--- config.mk ---
export PLATFORM = sky130hd
export DESIGN_NAME = cut_sequencer
export DESIGN_NICKNAME = d
export VERILOG_FILES = /design/src/rtl/cut_sequencer.sv
export SDC_FILE = /design/constraint.sdc
export NUM_CORES = 1
export LEC_CHECK = 0
export BUFFER_PORTS_ARGS = -buffer_cell sky130_fd_sc_hd__buf_2
export CELL_PAD_IN_SITES_DETAIL_PLACEMENT = 2
export CELL_PAD_IN_SITES_GLOBAL_PLACEMENT = 2
export CORE_ASPECT_RATIO = 0.5
export CORE_MARGIN = 2
export CORE_UTILIZATION = 25
export DETAILED_ROUTE_END_ITERATION = 8
export PLACE_DENSITY_LB_ADDON = 0.12
export SETUP_SLACK_MARGIN = 0.1
export SYNTH_ARGS = -nofsm -noshare
export SYNTH_HDL_FRONTEND = slang
export SYNTH_SLANG_ARGS = --single-unit
--- constraint.sdc ---
create_clock -name clk -period 7 [get_ports clk]
set_input_delay 1.75 -clock clk [delete_from_list [all_inputs] [get_ports clk]]
set_output_delay 1.75 -clock clk [all_outputs]
set_load 0.02 [all_outputs]
--- src/rtl/cut_sequencer.sv ---
// Cut request initiator: issues num_cuts cut requests, each held until the driver completes, with a minimum low gap between them.
// Latency: cut_o/busy_o rise on the edge that accepts start_i; cut_o falls and the count updates on the edge that samples cut_end_i.
// Backpressure: the next request waits for the gap to expire and for cut_end_i to drop; a silent driver trips a sticky timeout fault.
module cut_sequencer #(
  parameter int CNT_W          = 8,
  parameter int GAP_CYCLES     = 10,
  parameter int TIMEOUT_CYCLES = 5000000
) (
  input  logic             clk,
  input  logic             rst,
  input  logic             start_i,
  input  logic [CNT_W-1:0] num_cuts_i,
  input  logic             abort_i,
  input  logic             cut_end_i,
  output logic             cut_o,
  output logic             busy_o,
  output logic             done_o,
  output logic             fault_o,
  output logic [CNT_W-1:0] cut_count_o
);

  typedef enum logic [1:0] {
    ST_IDLE,
    ST_CUT,
    ST_GAP,
    ST_FAULT
  } state_t;

  localparam logic [31:0]      GAP_LAST = 32'(GAP_CYCLES - 1);
  localparam logic [31:0]      TO_LAST  = 32'(TIMEOUT_CYCLES - 1);
  localparam logic [CNT_W-1:0] CNT_ONE  = CNT_W'(1);

  state_t           state_q, state_d;
  logic [31:0]      tmr_q, tmr_d, tmr_inc;
  logic [CNT_W-1:0] num_q, num_d;
  logic [CNT_W-1:0] count_q, count_d, count_inc;
  logic             cut_q, cut_d;
  logic             busy_q, busy_d;
  logic             done_q, done_d;
  logic             fault_q, fault_d;

  // Saturate so a long-held cut_end_i in GAP can never wrap the timer.
  assign tmr_inc   = (tmr_q == 32'hFFFF_FFFF) ? tmr_q : tmr_q + 32'd1;
  assign count_inc = count_q + CNT_ONE;

  always_comb begin
    state_d = state_q;
    tmr_d   = tmr_q;
    num_d   = num_q;
    count_d = count_q;
    cut_d   = cut_q;
    done_d  = 1'b0;
    fault_d = fault_q;

    if (abort_i) begin
      state_d = ST_IDLE;
      cut_d   = 1'b0;
      fault_d = 1'b0;
      tmr_d   = 32'd0;
    end else begin
      case (state_q)
        ST_IDLE, ST_FAULT: begin
          if (start_i) begin
            fault_d = 1'b0;
            num_d   = num_cuts_i;
            count_d = '0;
            tmr_d   = 32'd0;
            if (num_cuts_i == '0) begin
              state_d = ST_IDLE;
              cut_d   = 1'b0;
              done_d  = 1'b1;
            end else begin
              state_d = ST_CUT;
              cut_d   = 1'b1;
            end
          end
        end
        ST_CUT: begin
          // Completion beats a timeout reached on the same edge.
          if (cut_end_i) begin
            cut_d   = 1'b0;
            count_d = count_inc;
            tmr_d   = 32'd0;
            if (count_inc == num_q) begin
              state_d = ST_IDLE;
              done_d  = 1'b1;
            end else begin
              state_d = ST_GAP;
            end
          end else if (tmr_q == TO_LAST) begin
            state_d = ST_FAULT;
            cut_d   = 1'b0;
            fault_d = 1'b1;
          end else begin
            tmr_d = tmr_inc;
          end
        end
        ST_GAP: begin
          cut_d = 1'b0;
          if (tmr_q >= GAP_LAST && !cut_end_i) begin
            state_d = ST_CUT;
            cut_d   = 1'b1;
            tmr_d   = 32'd0;
          end else begin
            tmr_d = tmr_inc;
          end
        end
        default: begin
          state_d = ST_IDLE;
          cut_d   = 1'b0;
        end
      endcase
    end

    busy_d = (state_d == ST_CUT) || (state_d == ST_GAP);
  end

  always_ff @(posedge clk) begin
    if (rst) begin
      state_q <= ST_IDLE;
      tmr_q   <= 32'd0;
      num_q   <= '0;
      count_q <= '0;
      cut_q   <= 1'b0;
      busy_q  <= 1'b0;
      done_q  <= 1'b0;
      fault_q <= 1'b0;
    end else begin
      state_q <= state_d;
      tmr_q   <= tmr_d;
      num_q   <= num_d;
      count_q <= count_d;
      cut_q   <= cut_d;
      busy_q  <= busy_d;
      done_q  <= done_d;
      fault_q <= fault_d;
    end
  end

  assign cut_o       = cut_q;
  assign busy_o      = busy_q;
  assign done_o      = done_q;
  assign fault_o     = fault_q;
  assign cut_count_o = count_q;

endmodule

==> results.md <==
* Status: completed
* CP Class: input port to flop
* Die Span Y at 83.1 um
* Clk root buf: clkbuf_16
* P per Cell Area at 177 nW/um^2
* H-tree Lvls at 2
* Tightest Hold Check Type: flop to flop
* Clock Latency Late Sink at 0.30 ns
* Max Fclk at roughly 260 MHz
* Seq/Total Area, Yosys at 34.5%
* Count of maximum capacitance violations at 0
* Core Area at 12000 um^2
* Synth warn at 0
* Post-synthesis cell count at 388
* Synth async-reset ratio at 0%
* Num CTS Buffers at 5
* Critical path capture point type: flop
* Hold slack at 0.502 ns
* Least-Margin Pin Slew at 1.13 ns
* Vias/cell at 5.27
* Skew final at 0.00682 ns
* Area Growth Syn to Fin at 12.5%
* Clk sinks at 54
* Startpoint Class: input port
* Detailed-route wire length at 10.1 mm
* Final Setup Violations at 0
* Die X at 162 um
* CTS tree: built
* Final hold violations at 0
* Share of post-route cells with drive strength above 1 at about an eighth
* Leading cell types in the layout, fill and taps excluded: dfxtp_1, nor2_1, a21oi_1
* Final Max Tran Viols at 0
* Placed inst area at 3370 um^2
* Worst Slack Setup Final at 3.13 ns
* Critical path fanouts, max at 36
* Initial core utilization at about a quarter
* Commonest non-fill, non-tap cell in the layout: dfxtp_1
* VDD IR max at 0.0000841 V
* Post-CTS setup buffer count at 0
* Boundary Pins at 25
* Row count at 28
* Synth cell types at 51
* CP max-delay cell: or3_1
* DRT iter0 DRCs at around 130
* Setup TNS Final at 0 ns
* Total gr overflow at 0
* Syn avg cell area at 8.07 um^2
* Total Power at 624 uW
* Largest net degree at the start of global routing at 37
* Initial antenna violation count at 0
* Wire length per cell at 17.8 um
* Crit-path cells: buf_2, nand2b_1, nor4_4, or3_1, o21ai_0, a21oi_1
* HPWL after detailed placement at 7.71 mm
* Vias at 2995
* CP Data Required Time at 7.23 ns
* Top FF cell, synth: dfxtp_1
* Vias in the first global route at 3230
* Lkg Pwr at 1.22 nW
* N_diodes at 0
* Port bufs at 24
* Nets@finish at ~420
* Post-synth net total at 408
* Post-Syn Area at around 3100 um^2
* Final instance area at ~3500 um^2
* CTS Buffer Depth at 2
* Crit path time final at 3.87 ns
* Final GP Congestion at around 0.75
* Cts hold-fix bufs at 0
* DR DRC count at 0
* Flops & latches, synth at 54
* Post-CTS sizing at 0
* First-pass DRT Iterations at 4
* Die area at approximately 13000 um^2
* Worst-path clk slew at around 0.070 ns
* First-pass GRT wire length at approximately 17 mm
* Post-Place Setup Slack at 2.80 ns
* RSZ-0062 raised after global routing: no
* Relative max-transition margin at roughly a quarter
* Crit path largest cell delay at 0.93 ns
* GRT Util Overall at between 15 and 20%
* Data arrival, critical path at about 4.1 ns
* Final worst path period share at 55.2%
* Post-synth EDFFs at 0
* DRT antenna net count at 0
-- worst paths after layout --
kind              from        to  slack (ns)  cells past startpoint
min              cut_o     cut_o        0.50                      2
max reg2reg  tmr_q[10]  tmr_q[9]        3.81                      6
max          cut_end_i  tmr_q[9]        3.13                      6
min reg2reg      cut_o     cut_o        0.50                      2
-- where the power goes --
part	leakage (nW)	switching [mW]	internal (mW)	total, mW
clock network	0.0729	0.121	0.142	0.264
registers	0.436	0.00306	0.311	0.314
logic	0.709	0.0303	0.0165	0.0468
-- synthesized netlist by cell type, drive strengths merged, types with 12 or more instances --
cell	number	area share, %
a21oi	31	5.0
dfxtp	54	35
inv	12	1.4
nand2	21	2.6
nand3	19	3.2
nand4	15	3.2
nor2	36	4.3
nor4	15	3.5
o21ai	24	3.8
or3	18	3.6
or4	12	3.0
xnor2	16	4.5
-- per-layer routing --
layer	global-route usage [%]	vias to the layer above	wire length, um	part of all wire (%)
met1	20.9	1494	5030	50
li1	-	1461	-	-
met4	2.90	0	75	0.74
met5	0	-	0	0
met3	3.35	7	319	3.2
met2	26.2	33	4670	46
-- per-stage QoR --
step	cells	util [%]
6_report	568	29.3
5_1_grt	568	29.3
4_1_cts	568	29.3
3_5_place_dp	560	28.1
3_3_place_gp	560	28.1
2_1_floorplan	388	-
-- logic make-up (layout without fill, tap and decap cells) --
group | Yosys count | after routing | synth area share (%)
XOR/XNOR | 19 | 19 | 5.32
buffers and inverters | 33 | 48 | 5.12
flip-flops | 54 | 54 | 34.5
adder cells (fa/ha/maj) | 7 | 7 | 2.80
AND/OR/NAND/NOR | 176 | 176 | 31.9
multiplexers | 11 | 11 | 3.56
AO/OA/AOI/OAI | 88 | 88 | 16.7
-- worst max-delay path, delay by kind of cell --
kind                   cells  cell delay (ns)
buffers and inverters      1             0.17
AND/OR/NAND/NOR            3             1.75
AO/OA/AOI/OAI              2             0.40
-- registers in the layout, indices dropped and copies added, names as in the netlist --
name         cells
busy_o           1
cut_count_o      8
cut_o            1
done_o           1
fault_o          1
num_q            8
state_q          2
tmr_q           32
-- cell type report --
| cell class | instances | area, um^2 |
|---|---|---|
| clock inverters | 2 | 12.5 |
| inverters | 12 | 45.0 |
| clock buffers | 6 | 139 |
| flip-flops and latches | 54 | 1080 |
| repair buffers | 28 | 150 |
| well taps | 165 | 206 |
| multi-input cells | 301 | 1890 |
| fillers | 1413 | 8490 |
(Power assumes the default switching activity.)
